**src/rtl/multicycle_controller.sv**
```systemverilog
// multicycle_controller
//
// Multi-cycle instruction controller: accepts one instruction at a time in IDLE,
// decodes it, and steps it through EXEC, an optional data-memory phase (MEM), and
// write-back (WB). All control outputs are registered Moore outputs. The decoded
// operand fields are captured at the end of DECODE and held until the next DECODE.
//
// Optional feature (macro CTRL_ILLEGAL_TRAP_EN): class 4'b1111 is trapped as illegal.
// It goes DECODE->WB directly, raises the extra port 'illegal' with done, and writes
// nothing. With the macro undefined, class 4'b1111 runs as an ordinary ALU op.
//
// Parameters:
//   INSTR_W  instruction width (32..64)
//   REG_AW   register address width (1..6)
//   IMM_W    immediate width (1..INSTR_W-17)
//
// Ports:
//   clk, rst_n              clock (rising edge), synchronous active-low reset
//   instr, instr_valid      offered instruction
//   instr_ready             controller accepts instr this cycle (IDLE only)
//   mem_ready               data memory completed the current access (sampled in MEM)
//   mem_req, memwrite       data-memory access in progress / store access
//   alu_opsel, alu_mode     ALU controls
//   mux_sel1, mux_sel2      datapath operand selects
//   rs, rt, rd, imm         decoded operand fields
//   regwrite, done          write-back pulse / instruction complete pulse
//   illegal                 illegal-class pulse with done (CTRL_ILLEGAL_TRAP_EN only)
//   busy                    high in every state except IDLE

module multicycle_controller #(
    parameter int unsigned INSTR_W = 32,
    parameter int unsigned REG_AW  = 6,
    parameter int unsigned IMM_W   = 15
) (
    input  logic               clk,
    input  logic               rst_n,
    input  logic [INSTR_W-1:0] instr,
    input  logic               instr_valid,
    output logic               instr_ready,
    input  logic               mem_ready,
    output logic               mem_req,
    output logic [2:0]         alu_opsel,
    output logic               alu_mode,
    output logic               mux_sel1,
    output logic               mux_sel2,
    output logic [REG_AW-1:0]  rs,
    output logic [REG_AW-1:0]  rt,
    output logic [REG_AW-1:0]  rd,
    output logic [IMM_W-1:0]   imm,
    output logic               regwrite,
    output logic               memwrite,
    output logic               done,
`ifdef CTRL_ILLEGAL_TRAP_EN
    output logic               illegal,
`endif
    output logic               busy
);

    localparam logic [3:0] ClassLoad    = 4'b0100;
    localparam logic [3:0] ClassStore   = 4'b0110;
    localparam logic [3:0] ClassIllegal = 4'b1111;

    typedef enum logic [2:0] {
        StIdle,
        StDecode,
        StExec,
        StMem,
        StWb
    } state_e;

    state_e               state_q, state_d;
    logic [INSTR_W-1:0]   instr_q, instr_d;
    logic [3:0]           class_q, class_d;
    logic                 is_load, is_store, is_illegal;

    logic instr_ready_q, instr_ready_d;
    logic busy_q, busy_d;
    logic mem_req_q, mem_req_d;
    logic memwrite_q, memwrite_d;
    logic regwrite_q, regwrite_d;
    logic done_q, done_d;

    // Next-state and next-output logic. The class seen here is the one that will be
    // valid after this edge, so an illegal op can pick its WB outputs while still
    // in DECODE.
    always_comb begin
        state_d = state_q;
        instr_d = instr_q;
        class_d = class_q;

        if (state_q == StDecode) begin
            class_d = instr_q[16:13];
        end

        is_load  = (class_d == ClassLoad);
        is_store = (class_d == ClassStore);
`ifdef CTRL_ILLEGAL_TRAP_EN
        is_illegal = (class_d == ClassIllegal);
`else
        is_illegal = 1'b0;
`endif

        unique case (state_q)
            StIdle: begin
                if (instr_valid) begin
                    instr_d = instr;
                    state_d = StDecode;
                end
            end
            StDecode: state_d = is_illegal ? StWb : StExec;
            StExec:   state_d = (is_load || is_store) ? StMem : StWb;
            StMem: begin
                if (mem_ready) begin
                    state_d = StWb;
                end
            end
            StWb:     state_d = StIdle;
            default:  state_d = StIdle;
        endcase

        instr_ready_d = (state_d == StIdle);
        busy_d        = (state_d != StIdle);
        mem_req_d     = (state_d == StMem);
        memwrite_d    = mem_req_d && is_store;
        done_d        = (state_d == StWb);
        regwrite_d    = done_d && !is_store && !is_illegal;
    end

    always_ff @(posedge clk) begin
        if (!rst_n) begin
            state_q       <= StIdle;
            instr_q       <= '0;
            class_q       <= '0;
            instr_ready_q <= 1'b0;
            busy_q        <= 1'b0;
            mem_req_q     <= 1'b0;
            memwrite_q    <= 1'b0;
            regwrite_q    <= 1'b0;
            done_q        <= 1'b0;
        end else begin
            state_q       <= state_d;
            instr_q       <= instr_d;
            class_q       <= class_d;
            instr_ready_q <= instr_ready_d;
            busy_q        <= busy_d;
            mem_req_q     <= mem_req_d;
            memwrite_q    <= memwrite_d;
            regwrite_q    <= regwrite_d;
            done_q        <= done_d;
        end
    end

`ifdef CTRL_ILLEGAL_TRAP_EN
    logic illegal_q;

    always_ff @(posedge clk) begin
        if (!rst_n) begin
            illegal_q <= 1'b0;
        end else begin
            illegal_q <= done_d && is_illegal;
        end
    end

    assign illegal = illegal_q;
`endif

    // Decoded fields: captured only at the end of DECODE, held otherwise.
    always_ff @(posedge clk) begin
        if (!rst_n) begin
            alu_opsel <= '0;
            alu_mode  <= 1'b0;
            mux_sel1  <= 1'b0;
            mux_sel2  <= 1'b0;
            rs        <= '0;
            rt        <= '0;
            rd        <= '0;
            imm       <= '0;
        end else if (state_q == StDecode) begin
            alu_opsel <= instr_q[16:14];
            alu_mode  <= instr_q[12];
            mux_sel1  <= instr_q[0];
            mux_sel2  <= (instr_q[16:13] == ClassLoad) || (instr_q[16:13] == ClassStore);
            rs        <= instr_q[1 +: REG_AW];
            rd        <= instr_q[7 +: REG_AW];
            rt        <= instr_q[17 +: REG_AW];
            imm       <= instr_q[INSTR_W-1 -: IMM_W];
        end
    end

    assign instr_ready = instr_ready_q;
    assign busy        = busy_q;
    assign mem_req     = mem_req_q;
    assign memwrite    = memwrite_q;
    assign regwrite    = regwrite_q;
    assign done        = done_q;

endmodule

```
**config.mk**
```make
export PLATFORM = sky130hd
export DESIGN_NAME = multicycle_controller
export DESIGN_NICKNAME = d
export VERILOG_FILES = /design/src/rtl/multicycle_controller.sv
export SDC_FILE = /design/constraint.sdc
export NUM_CORES = 1
export LEC_CHECK = 0
export ABC_AREA = 1
export CORE_UTILIZATION = 40
export CTS_CLUSTER_SIZE = 20
export DETAILED_ROUTE_END_ITERATION = 12
export GPL_TIMING_DRIVEN = 0
export PLACE_DENSITY = 0.72
export SYNTH_ARGS = -nofsm -noshare
export SYNTH_HDL_FRONTEND = slang
export SYNTH_SLANG_ARGS = --single-unit
```
**constraint.sdc**
```tcl
create_clock -name clk -period 1.2 [get_ports clk]
set_input_delay 0.3 -clock clk [delete_from_list [all_inputs] [get_ports clk]]
set_output_delay 0.3 -clock clk [all_outputs]
set_load 0.02 [all_outputs]
```
==> run metrics, run 1 <==
number of synthesized flops with an enable pin 0; global route overflow 0; Reg clk slew, reported paths 0.08 ns; die area 7201 um^2; Slew HR a little over half; global-route wire length before repair 12.73 mm; via/cell ratio 5.059; routed len/inst around 16 um; WS Path Type reg2reg; vias in the first global route 2716; pin count of the biggest net entering global routing 14; run status complete, but fails checks; Hold Path Class in2reg; area of the core 6495 um^2; design area around 4400 um^2; Least-Margin Pin Slew 0.6810 ns; clock latency on the worst-skew pair 0.36 ns; wirelength, routed ~8.4 mm; commonest non-fill, non-tap cell in the layout nor2_1; synth warn 0; worst hold slack 0.3112 ns; ys async rst share 0%; CP bufs+invs 4; initial antenna violation count 0; area share of the largest cell type after synthesis 56.13%; TritonRoute pass-1 iters 10; Inserted Diodes 0; CP dominant cell by count nor2_1; Die Ht 84.86 um; Final Worst Setup Slack -0.3625 ns; worst clock skew 0.006981 ns; area delta synth->final 59.18%; Hold Buf Count CTS 0; area of placed instances 3633 um^2; Fillers 509; CP delay by family, top simple AND/OR/NAND/NOR gates; fmax 640.0 MHz; Post-Syn Area 2746 um^2; Max H-tree Level 3; Cells after Synth 349; register area share after synthesis around 56%; Crit path required time about 1.5 ns; number of buffers added on ports 79; crit path cell chain nor2_4 > buf_4 > nand3_4 > inv_8 > buf_12 > buf_16 > nor2_1 > nor2_1; Synth Area per Inst 7.869 um^2; Yosys cell types 21; gp weighted congestion 0.8732; Worst VDD drop 0.7338 mV; RSZ-0062 raised after global routing yes; violated checks DRC, setup timing; Final Net Count 498; ANT nets after route 0; Place WS -0.4715 ns; slowest library cell on the worst path dfxtp_2; GRT Overall Usage 23.22%; Leak 1.951 nW; Worst EP arrival 1.84 ns; # rows 29; post-route clock period utilization 130.2%; most frequent cells in the layout nor2_1 (120), dfxtp_1 (67), clkdlybuf4s50_1 (34), buf_2 (32), o21ai_2 (23); CTS tree done; root buf cell clkbuf_8; setup violators final 80; clk sinks 77; Worst path max stage delay 0.35 ns; max cap viols 0; layout cells sized above 1 between 30 and 40%; Synth Register Bits 77; Primary FF master, synth dfxtp_1; Synthesized Nets around 390; Max Transition Viols Final 0; Hold Fails Final Rpt 0; Area contributors post-synth dfxtp_1 (56%), nor2_1 (17%), o21ai_0 (11%); post-synth top area cell dfxtp_1; crit-path max FO 8; startpoint types register; hpwl dp approximately 4.7 mm; I/O pins 81; PD cells 1610 nW/um^2; Die Width between 80 and 90 um; TritonCTS Buffers 9; Max clock buf depth 2; Setup crit end kind register; DRC Markers 9; Tot Pwr 7.037 mW; min Tclk post-route 1.562 ns; Vias 2752; Initial Util roughly 42%; initial detailed-routing violation count 239
-- timing repair --
action,CTS,global route
setup endpoints to repair,116,87
cloned,5,3
buffers inserted,12,5
pin swaps,17,6
resized for setup,304,38
-- layout make-up --
cell class	instances	area, um^2	share of cell area (%)
multi-input cells	228	1114	25.47
well taps	77	96.34	2.204
repair buffers	104	997.2	22.81
flip-flops and latches	77	1556	35.60
plain buffers	25	250.2	5.724
clock inverters	5	128.9	2.948
inverters	17	77.57	1.774
clock buffers	11	151.4	3.463
-- through the flow --
stage	cells	TNS (ns)	utilization (%)
final	544	-15.95	67.31
after global routing	544	-20.57	67.31
after CTS	538	-8.145	64.50
after detailed placement	505	-18.12	55.94
after global placement	505	-17.39	55.94
after floorplan	349	-0.03328	-
-- synth_stat cells, types with 2 or more instances --
cell / number
nor2_1: 123
dfxtp_1: 77
o21ai_0: 60
nand2_1: 15
inv_1: 11
clkbuf_1: 10
buf_2: 9
a21oi_1: 7
buf_4: 7
nand2_2: 5
nand4_1: 5
inv_2: 4
nand3_1: 4
o21ai_1: 3
clkinv_1: 2
nor2_2: 2
-- report_power, final --
group          leakage (nW)  total, mW  switching (mW)  internal, mW
clock network         0.140       2.70           0.985          1.71
logic                  1.17       1.44           0.741         0.700
registers             0.638       2.90           0.123          2.77
total                  1.95       7.04            1.85          5.19
-- final timing paths --
check,from,to,slack (ns),depth (start not counted)
worst max register to register,state_q[2],instr_q[1],-0.36,8
worst max-delay path,state_q[2],instr_q[1],-0.36,8
worst min register to register,alu_opsel[1],alu_opsel[1],0.46,2
worst min-delay path,rst_n,instr_q[3],0.31,3
-- tightest hold or removal path, cell delays in order --
cell	delay (ns)
buf_2	0.18
o21ai_0	0.10
nor2_1	0.04
-- sequential cells by signal, summed over array words and instances (netlist names) --
name / cells
alu_opsel: 3
class_q: 4
state_q: 3
done: 1
instr_ready: 1
imm: 10
memwrite: 1
rd: 5
regwrite: 1
alu_mode: 1
busy: 1
instr_q: 32
rt: 5
mem_req: 1
mux_sel2: 1
rs: 6
mux_sel1: 1
-- logic make-up (layout without fill, tap and decap cells) --
| logic type | count (synthesis) | in the layout | share of synthesized area [%] |
|---|---|---|---|
| AOI/OAI and AO/OA | 70 | 70 | 12.76 |
| DFF | 77 | 77 | 56.13 |
| buffers and inverters | 44 | 162 | 7.380 |
| and+or+nand+nor | 158 | 158 | 23.74 |
-- metal layers --
metal	wire (um)	track usage, %	up-vias
li1	-	-	1335
met1	3430	26.41	1275
met5	0	0	-
met4	260	13.71	0
met2	4230	41.02	116
met3	524	3.988	26
(Power assumes the default switching activity.)
==> inputs of run 2 (changes only) <==
GPL_TIMING_DRIVEN = unset   (was 0)
==> run 2 against run 1 <==
  * The flow still finishes with violations (DRC, setup timing)
  * Clock skew is 0.0016 ns lower
  * Maximum frequency is 7.9% higher
  * Sequential share of layout area is 0.13 points higher
  * Flip-flop and latch count stayed put
  * Register-to-register slack better by 0.11 ns
  * Via count is 3.9% lower
  * Power is 8.4% lower
  * Critical path depth stayed put
  * Sequential power hardly changed
  * Critical path type unchanged
  * Largest power group unchanged
==> run metrics, run 2 (synthesis gave the netlist of run 1 again) <==
Max H-tree Level 3 (unchanged); via/cell ratio 4.834 (-4.5%); Layout Utilization 66.85% (-0.46 points); DRC Markers 9 (unchanged); routed len/inst 13.53 um (-13%); hpwl dp 4.190 mm (-11%); initial antenna violation count 0 (unchanged); pin count of the biggest net entering global routing 66 (+52); Hold Fails Final Rpt 0 (unchanged); Worst R2R Path Depth 8 (unchanged); startpoint types register; Final Worst Setup Slack -0.2485 ns (+0.1140 ns); Largest register FFs 32 (unchanged); worst hold slack 0.3966 ns (+0.08536 ns); wirelength, routed 7.403 mm (-12%); crit-path max FO 6 (-2); ANT nets after route 0 (unchanged); TNS Setup -11.88 ns (+4.064 ns); I/O pins 81 (unchanged); min Tclk post-route 1.448 ns (-0.1140 ns); area delta synth->final 58.09%; Setup crit end kind register; die area 7201 um^2 (unchanged); Hold Path Class in2reg; number of buffers added on ports 80 (+1.3%); layout cells sized above 1 39.36% (+5.3 points); TritonRoute pass-1 iters 11 (+1); violated checks DRC, setup timing; WS Path Type reg2reg; post-route clock period utilization 120.7% (-9.5 points); largest registers instr_q x32, imm x10, rs x6; Crit path required time 1.44 ns (-0.04 ns); vias in the first global route 2447 (-9.9%); TritonCTS Buffers 9 (unchanged); PD cells 1485 nW/um^2 (-7.7%); Max Transition Viols Final 0 (unchanged); fmax 690.4 MHz (+7.9%); Max clock buf depth 2 (unchanged); global-route wire length before repair 11.40 mm (-10%); Worst EP arrival 1.68 ns (-0.16 ns); area of placed instances 3685 um^2 (+1.4%); max cap viols 0 (unchanged); Inserted Diodes 0 (unchanged); worst clock skew 0.005423 ns (-0.001558 ns); Worst VDD drop 0.8956 mV (+22%); # rows 29 (unchanged); RSZ-0062 raised after global routing yes; Leak 1.944 nW (-0.38%); gp weighted congestion 0.7519 (-14%); root buf cell clkbuf_8; Reg clk slew, reported paths 0.08 ns (about the same); most frequent cells in the layout nor2_1 (113), dfxtp_1 (69), o21ai_1 (36), buf_2 (35), clkdlybuf4s50_1 (34); design area 4342 um^2 (-0.69%); Die Width 84.86 um (unchanged); WHS Path Cells 3 (unchanged); GRT Overall Usage 20.41% (-2.8 points); largest register by flop count instr_q; commonest non-fill, non-tap cell in the layout nor2_1; global route overflow 0 (unchanged); setup violators final 73 (-8.8%); Initial Util 42.28% (unchanged); Vias 2644 (-3.9%); run status complete, but fails checks; Slew HR 75.44% (+21 points); clock latency on the worst-skew pair 0.34 ns (-0.02 ns); area of the core 6495 um^2 (unchanged); CTS tree done; Least-Margin Pin Slew 0.3661 ns (-0.3149 ns); Final Net Count 501 (+0.60%); initial detailed-routing violation count 121 (-49%); clk sinks 77 (unchanged); Die Ht 84.86 um (unchanged)
[run 2: changes by cell type in the layout (fill, tap and decap cells not counted), moves of 4 or more]
cell      previous run  this run
buf_6               16        23
clkbuf_1             5         0
o21ai_0             20         5
clkbuf_8            14        10
nor2_2               5        10
nor2_1             120       113
o21ai_1             20        36
buf_4               20        31
buf_8                9         2
a21oi_1              7         3
a21oi_2              0         4
nand2_1             13         6
nand2_2              7        11
[run 2: what timing repair did]
item | 4_1_cts | 5_1_grt
buffers inserted | 19 | 6
gates resized for setup | 276 | 78
cloned | 6 | 1
pin swaps | 20 | 14
setup endpoints to repair | 87 | 84
hold buffers | 0 | 0
[run 2: final cells by class]
type	count	area, um^2
well taps	77	96.34
fillers	520	2153
inverters	17	77.57
repair buffers	132	1190
multi-input cells	228	1202
clock buffers	10	137.6
flip-flops and latches	77	1551
clock inverters	6	86.33
[run 2: layer usage]
layer	routed length, um	GRT usage [%]	share of wire [%]	up-vias
li1	-	-	-	1336
met1	3190	23.45	43	1237
met2	3761	36.36	51	59
met3	321	4.183	4.3	12
met4	129	9.707	1.7	0
met5	0	0	0	-
[run 2: path summary, 6_finish.rpt]
| kind | start | endpoint | slack (ns) |
|---|---|---|---|
| worst max-delay path | state_q[1] | instr_q[5] | -0.25 |
| worst min-delay path | rst_n | alu_opsel[0] | 0.40 |
| worst max register to register | state_q[1] | instr_q[5] | -0.25 |
| worst min register to register | rs[4] | rs[4] | 0.48 |
[run 2: metrics by stage]
stage	power [mW]	instances	worst slack, ns
final	6.449	547	-0.2485
after global routing	6.742	547	-0.3442
after CTS	6.327	543	-0.1662
after detailed placement	4.008	502	-0.2695
after global placement	3.982	502	-0.2647
after floorplan	3.523	349	-0.01455
[run 2: power breakdown]
| group | total (mW) | internal, mW | switching (mW) | leakage, nW |
|---|---|---|---|---|
| registers | 2.90 | 2.77 | 0.124 | 0.637 |
| clock network | 2.17 | 1.22 | 0.941 | 0.112 |
| logic | 1.39 | 0.671 | 0.714 | 1.20 |
[run 2: worst max-delay path, stage by stage (launching register included)]
cell,delay (ns)
dfxtp_2,0.34
nor2_4,0.19
buf_4,0.15
buf_6,0.09
nand3_4,0.11
buf_6,0.16
buf_6,0.13
o21ai_2,0.12
nor2_1,0.05
